==> config.mk <==
export PLATFORM = sky130hd
export DESIGN_NAME = uni_shift_seq
export DESIGN_NICKNAME = d
export VERILOG_FILES = /design/src/rtl/uni_shift_pkg.sv /design/src/rtl/uni_shift_cnt.sv /design/src/rtl/uni_shift_seq.sv
export SDC_FILE = /design/constraint.sdc
export NUM_CORES = 1
export LEC_CHECK = 0
export BUFFER_PORTS_ARGS = -buffer_cell sky130_fd_sc_hd__buf_2
export CORE_MARGIN = 2
export CORE_UTILIZATION = 40
export DETAILED_ROUTE_END_ITERATION = 8
export PLACE_DENSITY = 0.79
export SYNTH_ARGS = -nofsm -noshare
export SYNTH_HDL_FRONTEND = slang
export SYNTH_SLANG_ARGS = --single-unit
export TNS_END_PERCENT = 10
==> constraint.sdc <==
create_clock -name clk -period 3.45 [get_ports clk]
set_input_delay 0.69 -clock clk [delete_from_list [all_inputs] [get_ports clk]]
set_output_delay 0.69 -clock clk [all_outputs]
set_load 0.005 [all_outputs]
==> src/rtl/uni_shift_pkg.sv <==
// Shared definitions for the uni_shift command sequencer: state encoding, shift-register
// mode codes and default widths.
package uni_shift_pkg;

    localparam int unsigned DATA_W_DEF = 8;
    localparam int unsigned CNT_W_DEF  = 4;

    typedef enum logic [1:0] {
        StIdle  = 2'd0,
        StLoad  = 2'd1,
        StShift = 2'd2,
        StDone  = 2'd3
    } seq_state_e;

    localparam logic [1:0] MODE_HOLD = 2'b00;
    localparam logic [1:0] MODE_SHR  = 2'b01;
    localparam logic [1:0] MODE_SHL  = 2'b10;
    localparam logic [1:0] MODE_ROR  = 2'b11;

endpackage

==> src/rtl/uni_shift_cnt.sv <==
// Loadable down-counter with zero/one flags; saturates at zero.
module uni_shift_cnt #(
    parameter int unsigned CNT_W = 4
) (
    input  logic             clk,
    input  logic             rst_a,
    input  logic             load,
    input  logic [CNT_W-1:0] load_val,
    input  logic             dec,
    output logic             zero,
    output logic             one
);

    logic [CNT_W-1:0] cnt_q;

    always_ff @(posedge clk or negedge rst_a) begin
        if (!rst_a) begin
            cnt_q <= '0;
        end else if (load) begin
            cnt_q <= load_val;
        end else if (dec && !zero) begin
            cnt_q <= cnt_q - 1'b1;
        end
    end

    assign zero = (cnt_q == '0);
    assign one  = (cnt_q == CNT_W'(1));

endmodule

==> src/rtl/uni_shift_seq.sv <==
// Command sequencer for the 8-bit universal shift register: load a value, then shift or
// rotate it a given number of times and return the result over a valid/ready channel.
module uni_shift_seq
    import uni_shift_pkg::*;
#(
    parameter int unsigned DATA_W = DATA_W_DEF,
    parameter int unsigned CNT_W  = CNT_W_DEF
) (
    input  logic              clk,
    input  logic              rst_a,
    input  logic              cmd_valid,
    output logic              cmd_ready,
    input  logic [DATA_W-1:0] cmd_data,
    input  logic [1:0]        cmd_mode,
    input  logic [CNT_W-1:0]  cmd_cnt,
    output logic              rsp_valid,
    input  logic              rsp_ready,
    output logic [DATA_W-1:0] rsp_data,
    output logic              busy,
    output logic [DATA_W-1:0] sr_ip,
    output logic              sr_load,
    output logic [1:0]        sr_mode,
    input  logic [DATA_W-1:0] sr_op
);

    seq_state_e state_q;
    logic [1:0] mode_q;
    logic       cnt_load;
    logic       cnt_dec;
    logic       cnt_zero;
    logic       cnt_one;
    logic       accept;

    assign cmd_ready = (state_q == StIdle);
    assign busy      = (state_q != StIdle);
    assign accept    = cmd_ready && cmd_valid;
    assign cnt_load  = accept;
    assign cnt_dec   = (state_q == StShift);

    // Register holds in DONE, so its output is the stable result.
    assign rsp_data = sr_op;

    uni_shift_cnt #(
        .CNT_W (CNT_W)
    ) u_cnt (
        .clk      (clk),
        .rst_a    (rst_a),
        .load     (cnt_load),
        .load_val (cmd_cnt),
        .dec      (cnt_dec),
        .zero     (cnt_zero),
        .one      (cnt_one)
    );

    // sr_ip doubles as the latched command data: it is captured at acceptance and
    // must be held unchanged afterwards anyway.
    always_ff @(posedge clk or negedge rst_a) begin
        if (!rst_a) begin
            state_q   <= StIdle;
            mode_q    <= MODE_HOLD;
            rsp_valid <= 1'b0;
            sr_ip     <= '0;
            sr_load   <= 1'b0;
            sr_mode   <= MODE_HOLD;
        end else begin
            sr_load <= 1'b0;
            unique case (state_q)
                StIdle: begin
                    if (cmd_valid) begin
                        mode_q  <= cmd_mode;
                        sr_ip   <= cmd_data;
                        sr_load <= 1'b1;
                        sr_mode <= MODE_HOLD;
                        state_q <= StLoad;
                    end
                end
                StLoad: begin
                    if (cnt_zero) begin
                        sr_mode   <= MODE_HOLD;
                        rsp_valid <= 1'b1;
                        state_q   <= StDone;
                    end else begin
                        sr_mode <= mode_q;
                        state_q <= StShift;
                    end
                end
                StShift: begin
                    if (cnt_one) begin
                        sr_mode   <= MODE_HOLD;
                        rsp_valid <= 1'b1;
                        state_q   <= StDone;
                    end
                end
                StDone: begin
                    sr_mode <= MODE_HOLD;
                    if (rsp_ready) begin
                        rsp_valid <= 1'b0;
                        state_q   <= StIdle;
                    end
                end
                default: state_q <= StIdle;
            endcase
        end
    end

endmodule

### Word-level counts from Yosys, hierarchy flattened

Index checks and enable logic that the tools add are counted.

* word-level logic and storage cells: 45
* output and inout bits: 22
* input bits: 26
* register bits after elaboration: 20

* add/subtract/negate cells: 1
* reductions and logical operators: 12
* equal/unequal tests: 8
* muxes and demuxes: 17

Operator list (number)
* one-hot mux 2 bit (4 select lines): 2
* 2-to-1 mux 2 bit: 6
* 2-to-1 mux 4 bit: 2
* 2-to-1 mux 1 bit: 6
* inequality test 2 bit (second input constant): 3
* == test 2 bit (second input constant): 2
* == test 4 x 1 -> 1 bit (second input constant): 1
* logical NOT 4 bit: 1
* AND reduction 2 bit: 2
* AND reduction 4 bit: 1
* nonzero test 2 bit: 2
* subtractor 4 x 1 -> 4 bit (second input constant): 1
* one-hot mux 1 bit (3 select lines): 1
* AND reduction 3 bit: 1
* nonzero test 3 bit: 1
* == test 2 x 1 -> 1 bit (second input constant): 1
* logical AND 1 bit: 2
* logical NOT 2 bit: 1
* inequality test 2 x 1 -> 1 bit (second input constant): 1
* logical NOT 1 bit: 1

### Longest topological paths before layout

Gate-level depths: netlist of run 1.

* depth in word-level cells: 5
* gate-level depth with buffers: 6
* gate-level depth less buffers: 6

### Modules after synthesis

A second synthesis of run 1 with hierarchy kept.

* cell total of the unflattened synthesis: 94
* area total of the unflattened synthesis: 1116.1 um2

By module, submodules not included
* uni_shift_seq: instances 1, area each 849.6 um2, sequential area each 400.4 um2, cells an instance 64
* uni_shift_cnt: instances 1, area each 266.5 um2, sequential area each 100.1 um2, cells an instance 30

### Worst setup path after synthesis of run 1

No wires, ideal clock.

* kind: register to register
* from: reg state_q[0]
* to: reg mode_q[0]
* setup time: 125 ps
* slack: 1848 ps
* path buffers: 1
* stages on the path, launching flop included: 6
* period minus slack after synthesis: 1602 ps
* arrival: 1477 ps
* data required time: 3325 ps
* cell sequence: dfrtp_1 > inv_1 > ha_1 > nand2_1 > buf_2 > mux2_2

* word-level cells in the longest chain between the ends: 2

RTL lines
* start: declaration: line uni_shift_seq.sv:26 `seq_state_e state_q;`
* start signal: assignment: line uni_shift_seq.sv:59 `state_q <= StIdle;`
* start signal: assignment: line uni_shift_seq.sv:74 `state_q <= StLoad;`
* start signal: assignment: line uni_shift_seq.sv:81 `state_q <= StDone;`
* logical NOT 2 bit
* net cmd_ready: line uni_shift_seq.sv:12 `output logic cmd_ready,`
* AND reduction 2 bit (no line)
* end signal: assignment: line uni_shift_seq.sv:70 `mode_q <= cmd_mode;`
* end: declaration: line uni_shift_seq.sv:27 `logic [1:0] mode_q;`

The timed path passes the listed nets, and every way through them passes these cells.
A chain may end at the register's enable or synchronous reset.

### Worst setup path in the final report of run 1

* from: reg state_q[0]
* to: out busy

* word-level cells in the longest chain between the ends: 1

RTL lines
* nonzero test 2 bit: line uni_shift_seq.sv:35 `assign busy = (state_q != StIdle);`
* end: declaration: line uni_shift_seq.sv:19 `output logic busy,`

No other way between the ends.

==> summary.md, run 1 <==
| Metric | Value |
|---|---|
| Most frequent cells in the layout | `buf_2, dfrtp_1, mux2_2` |
| Hpwl dp | `between 1 and 1.5 mm` |
| Required time worst endpoint | `2.76 ns` |
| Routed wire length | `~1.8 mm` |
| Critical R2R Capture | `u_cnt.cnt_q[1]` |
| Syn_area_per_cell | `11.43 um2` |
| Setup Skew | `0.001259 ns` |
| Crit path capture type | `output port` |
| R2R cell count | `5` |
| Top-area cell type share of the netlist area | `approximately 50%` |
| Floorplan row count | `18` |
| Status | `completed` |
| RSZ-0062 raised after global routing | `no` |
| Core area | `2432 um2` |
| Flops & latches, synth | `20` |
| Final hold violations | `0` |
| FF-to-FF Start | `state_q[0]` |
| Post-Synthesis Cells | `88` |
| Peak Freq | `0.4959 GHz` |
| Area Growth Syn to Fin | `16.29%` |
| Final TNS setup | `0 ns` |
| Final Util | `between 40% and 50%` |
| CTS H-tree depth | `1` |
| Post_cts resized | `0` |
| Critical path origin | `state_q[0]` |
| DRC violations left | `0` |
| Vias in the first global route | `a little under 700` |
| Slew headroom | `57.00%` |
| Crit path largest cell delay | `about 0.42 ns` |
| Power per cell area | `between 800 and 900 nW/um2` |
| Layout cells sized above 1 | `41.23%` |
| Critical Path End | `busy` |
| Yosys top cell by area | `dfrtp_1` |
| Fin cells | `144` |
| Commonest non-fill, non-tap cell in the layout | `buf_2` |
| TritonCTS clock tree | `done` |
| Leak | `0.0005814 uW` |
| Sequential area share after synthesis | `49.75%` |
| Synthesized area | `1006 um2` |
| Initial antenna violation count | `0` |
| Total number of vias | `between 700 and 800` |
| Worst Path Arrival | `1.33 ns` |
| Clk Latency, worst-skew pair | `0.29 ns` |
| GRT Total Usage | `13.76%` |
| Peak supply drop | `between 0.0004 and 0.0005 V` |
| Worst Tran Pin Value | `0.6435 ns` |
| Antenna cells | `0` |
| Synth cell types | `26` |
| Detail Route Antenna Nets | `0` |
| Fillers | `244` |
| Top-Level Pins | `between 40 and 50` |
| Worst-path cell chain | `inv_1 -> ha_1 -> inv_1 -> buf_2` |
| Final Max Slew Viols | `0` |
| Critical path class | `reg -> out` |
| Maximum fanout along the worst path | `5` |
| Final worst slack | `around 1.4 ns` |
| Worst Setup Start Kind | `flop` |
| CP most frequent cell | `inv_1` |
| Final period util | `approximately three fifths` |
| Ys Warns | `0` |
| Reg2Reg Setup Slack | `1.60 ns` |
| Die Area | `2932 um2` |
| Starting Density | `between 40% and 50%` |
| Syn_nets | `120` |
| Number of DRC markers in iteration 0 | `5` |
| Layout Nets | `147` |
| MaxCap Viol Count | `0` |
| Largest net degree at the start of global routing | `21` |
| Max Root-Sink Buffers | `2` |
| Synth top area cells | `dfrtp_1, mux2_2, ha_1` |
| # port buffers | `31` |
| Hold Buf Count CTS | `0` |
| Hold/Removal Path Class | `in -> async` |
| CTS Buf Count | `3` |
| CTS root buf | `clkbuf_4` |
| Detailed Routing Iterations Pass 1 | `4` |
| Die W | `roughly 54 um` |
| # placed instances | `140` |
| Final global-route overflow total | `0` |
| First-pass GRT wire length | `about 2.8 mm` |
| CTS clk-pin slew, worst paths | `approximately 0.11 ns` |
| Crit path max-delay cell type | `dfrtp_1` |
| Post-CTS setup buffers | `0` |
| Via density | `~5.0` |
| DIE HEIGHT | `54.15 um` |
| WL/cell | `12.47 um` |
| Worst Setup Slack post-DPL | `1.526 ns` |
| Routability cong. | `0.6640` |
| Final setup vio count | `0` |
| Crit path time final | `2.017 ns` |
| Clock Sinks | `20` |
==> flip-flops by register name (all words and copies together) (netlist names) <==
signal       count
state_q          2
sr_load          1
u_cnt.cnt_q      4
sr_ip            8
rsp_valid        1
sr_mode          2
mode_q           2
==> final cells by class <==
type | count | area, um2 | share of cell area [%]
flip-flops and latches | 20 | 500.5 | 42.78
multi-input cells | 52 | 414.1 | 35.40
repair buffers | 31 | 155.1 | 13.26
well taps | 30 | 37.54 | 3.209
clock buffers | 4 | 36.28 | 3.102
inverters | 7 | 26.28 | 2.246
==> logic make-up (layout without fill, tap and decap cells) <==
group | Yosys count | in the layout | synth area share, %
flops | 20 | 20 | 49.75
simple gates | 20 | 20 | 9.826
buf+inv | 16 | 42 | 9.080
compound gates | 14 | 14 | 10.70
mux | 11 | 11 | 12.31
fa+ha+maj | 6 | 6 | 7.462
xor+xnor | 1 | 1 | 0.8708
==> report_power, final <==
group | total [uW] | leakage, uW | switching (uW) | internal [uW]
registers | 421 | 0.000240 | 70.0 | 351
clock network | 132 | 0.0000210 | 67.6 | 64.3
logic | 496 | 0.000321 | 238 | 258
total | 1050 | 0.000581 | 376 | 674
==> metal layers <==
layer / vias to the layer above / GRT usage (%) / share of wire (%)
met5: - / 0 / 0
met4: 0 / 6.250 / 1.7
met3: 4 / 4.167 / 9.4
li1: 352 / - / -
met1: 330 / 15.80 / 41
met2: 32 / 23.29 / 47
==> how the worst min path moves through the flow <==
| stage | slack, ns | end | from |
|---|---|---|---|
| 6_report | 0.32 | state_q[0] | rst_a |
| 5_1_grt | 0.33 | state_q[1] | rst_a |
| 4_1_cts | 0.32 | state_q[0] | rst_a |
| 3_5_place_dp | 0.48 | sr_mode[0] | mode_q[0] |
| 3_3_place_gp | 0.47 | sr_mode[1] | mode_q[1] |
| 2_1_floorplan | 0.39 | mode_q[0] | rst_a |
==> cells in the mapped netlist <==
library cell  instances
dfrtp_1              20
a22o_1                2
o32ai_1               1
nand2_1               6
or4b_1                1
nor2b_1               1
a21o_1                1
buf_4                 8
o221ai_2              1
o311ai_0              1
nand4_1               1
a21oi_1               4
a31oi_1               1
or3b_1                1
xnor2_1               1
mux2_2               11
buf_2                 1
a32o_1                1
nor3_1                1
ha_1                  6
inv_1                 7
nand4b_1              1
a311oi_1              1
o21ai_0               1
nand3_1               1
nor2_1                7
==> per-stage QoR <==
| step | power (uW) | area (um2) | hold WS [ns] |
|---|---|---|---|
| after global routing | 1160 | 1170 | 0.3282 |
| after global placement | 904.4 | 1134 | 0.4684 |
| final | 1049 | 1170 | 0.3213 |
| after detailed placement | 932.3 | 1134 | 0.4767 |
| after floorplan | 776.5 | 1006 | 0.3944 |
| after CTS | 1067 | 1170 | 0.3233 |
==> worst max-delay path: cells and delay by family, from the launching register on <==
family / cells / cell delay (ns)
DFF: 1 / 0.42
buffers and inverters: 3 / 0.35
adders and majority gates: 1 / 0.25
No activity file was read; power rests on OpenSTA's default activity.
==> inputs of run 2 (changes only) <==
--- a/config.mk
+++ b/config.mk
@@ -9,7 +9,7 @@
 export CORE_MARGIN = 2
 export CORE_UTILIZATION = 40
 export DETAILED_ROUTE_END_ITERATION = 8
-export PLACE_DENSITY = 0.79
+export PLACE_DENSITY = 0.81
 export SYNTH_ARGS = -nofsm -noshare
 export SYNTH_HDL_FRONTEND = slang
 export SYNTH_SLANG_ARGS = --single-unit
==> constraint.sdc (replaced) <==
create_clock -name clk -period 1.6 [get_ports clk]
set_input_delay 0.32 -clock clk [delete_from_list [all_inputs] [get_ports clk]]
set_output_delay 0.32 -clock clk [all_outputs]
set_load 0.005 [all_outputs]
==> run 2 against run 1 <==
Compared with the run above:
- sequential share of layout area shrank 5.6 points
- design area grew 15%
- wire length grew 20%
- cell count grew 7.6%
- critical path depth grew 3
- clock power grew to 3.1 times the previous value
- die area is the same
==> summary.md, run 2 (synthesis results as in run 1) <==
| Metric | Value |
|---|---|
| Worst Setup Start Kind | `flop` |
| Max Root-Sink Buffers | `2` |
| Vias in the first global route | `780` |
| Initial antenna violation count | `0` |
| MaxCap Viol Count | `0` |
| Worst Path Arrival | `1.80 ns` |
| P_int | `1821 uW` |
| DRC violations left | `0` |
| Final global-route overflow total | `0` |
| Power per cell area | `2114 nW/um2` |
| Worst Setup Slack post-DPL | `-0.1211 ns` |
| Worst Tran Pin Value | `0.4478 ns` |
| Final TNS setup | `0 ns` |
| Hold EP | `mode_q[1]` |
| Area Growth Syn to Fin | `33.83%` |
| Clock Sinks | `20` |
| Seq pwr share | `33.0%` |
| Sw Ratio | `36.01%` |
| DIE HEIGHT | `54.15 um` |
| TritonCTS clock tree | `done` |
| Hpwl dp | `around 1.6 mm` |
| Critical R2R Capture | `state_q[1]` |
| Reg2Reg Setup Slack | `between 0.001 and 0.0015 ns` |
| CP Depth | `7` |
| Crit path max-delay cell type | `dfrtp_1` |
| CTS H-tree depth | `1` |
| Placed cell areas | `about 1200 um2` |
| Top Registers | `sr_ip: 8 flops, u_cnt.cnt_q: 4 flops` |
| Critical path class | `reg -> reg` |
| Total power | `2846 uW` |
| GRT Total Usage | `roughly 16%` |
| Crit path capture type | `flop` |
| R2R cell count | `7` |
| Detailed Routing Iterations Pass 1 | `4` |
| CP bufs+invs | `3` |
| Multi-input logic area | `489.2 um2` |
| Worst-path cell chain | `inv_2 -> buf_4 -> ha_4 -> inv_2 -> o221ai_4 -> nor2_2 -> mux2_2` |
| Peak Freq | `0.6254 GHz` |
| WL/cell | `13.88 um` |
| Routed wire length | `between 2 and 2.5 mm` |
| Final Max Slew Viols | `0` |
| Crit path largest cell delay | `0.39 ns` |
| CP top delay family | `flip-flops` |
| Via density | `5.058` |
| Clock power frac | `14.3%` |
| Hold Path Cell Cnt | `2` |
| Final period util | `between 90% and 100%` |
| Switching power | `around 1000 uW` |
| CTS Buf Count | `3` |
| Core area | `2432 um2` |
| Post-Layout Inst Area | `about 1300 um2` |
| Peak supply drop | `roughly 0.0014 V` |
| CTS clk-pin slew, worst paths | `0.11 ns` |
| Final setup vio count | `0` |
| Required time worst endpoint | `1.80 ns` |
| # port buffers | `31` |
| Top-Level Pins | `48` |
| FF-to-FF Start | `state_q[0]` |
| Setup Skew | `0.008267 ns` |
| Maximum fanout along the worst path | `5` |
| Starting Density | `41.36%` |
| Final hold violations | `0` |
| Total number of vias | `784` |
| CTS root buf | `clkbuf_4` |
| Layout cells sized above 1 | `57.60%` |
| RSZ-0062 raised after global routing | `yes` |
| Reg area | `500.5 um2` |
| Largest net degree at the start of global routing | `21` |
| Crit path time final | `roughly 1.6 ns` |
| Fillers | `227` |
| CP most frequent cell | `inv_2` |
| Status | `completed` |
| Antenna cells | `0` |
| Final worst slack | `0.001097 ns` |
| Layout Nets | `between 150 and 200` |
| Floorplan row count | `18` |
| Most frequent cells in the layout | `buf_2, dfrtp_1, mux2_2` |
| Clk Latency, worst-skew pair | `0.30 ns` |
| First-pass GRT wire length | `between 3 and 4 mm` |
| Hold_sp | `cmd_mode[1]` |
| Routability cong. | `0.8544` |
| Leak | `0.0006479 uW` |
| Comb pwr share | `52.8%` |
| Die W | `between 50 and 60 um` |
| Largest register FFs | `8` |
| Slew headroom | `70.14%` |
| Die Area | `roughly 2900 um2` |
| Detail Route Antenna Nets | `0` |
| Hold/Removal Path Class | `in -> reg` |
| Commonest non-fill, non-tap cell in the layout | `buf_2` |
| Number of DRC markers in iteration 0 | `10` |
| Biggest register | `sr_ip` |
==> run 2: cell types whose count changed in the layout (fill, tap and decap cells not counted), moves of 2 or more <==
| cell | before | now |
|---|---|---|
| a21oi_1 | 4 | 2 |
| a21oi_2 | 0 | 2 |
| buf_4 | 0 | 10 |
| ha_1 | 6 | 4 |
| ha_4 | 0 | 2 |
| inv_1 | 7 | 3 |
| inv_2 | 0 | 4 |
| nand2_1 | 6 | 4 |
| nand2_2 | 0 | 2 |
==> run 2: how the worst max path moves through the flow <==
stage	from	slack [ns]	to
2_1_floorplan	state_q[0]	0.02	state_q[1]
3_3_place_gp	state_q[0]	0.03	u_cnt.cnt_q[3]
3_5_place_dp	state_q[0]	-0.12	u_cnt.cnt_q[3]
4_1_cts	state_q[1]	-0.003	busy
5_1_grt	state_q[0]	-0.08	u_cnt.cnt_q[3]
6_report	state_q[0]	0.001	state_q[1]
==> run 2: what timing repair did <==
item,CTS,global route
hold buffers,1,0
hold endpoints to repair,20,0
endpoints found under the setup margin,5,13
cloned,0,0
resized for setup,9,10
pin swaps,1,0
buffers inserted,1,3
==> run 2: layout make-up <==
class	count	area share (%)
Tap cell	30	2.788
Sequential cell	20	37.17
Clock inverter	1	2.230
Multi-Input combinational cell	52	36.34
Clock buffer	3	1.673
Inverter	7	1.952
Timing Repair Buffer	42	17.84
==> run 2: metal layers <==
metal	share of wire, %	vias up	routed length [um]	track usage [%]
li1	-	375	-	-
met1	40	381	862	18.77
met2	53	28	1134	28.92
met3	7.1	0	153	1.667
met4	0	0	0	7.083
met5	0	-	0	0
==> run 2: power groups by stage <==
stage               registers [uW]  logic (uW)  clock network, uW
floorplan                      915         764                  0
global route                   978        1650                440
finish                         939        1500                406
detailed placement             928        1220                  0
CTS                            923        1340                422
global placement               907        1150                  0
==> run 2: metrics by stage <==
step                      hold slack (ns)  util, %  instances
after floorplan                   0.02441        -         88
after global placement             0.2798    48.56        146
after detailed placement           0.2901    48.56        146
after CTS                          0.2258    52.98        152
after global routing               0.2229    55.35        155
final                              0.2420    55.35        155
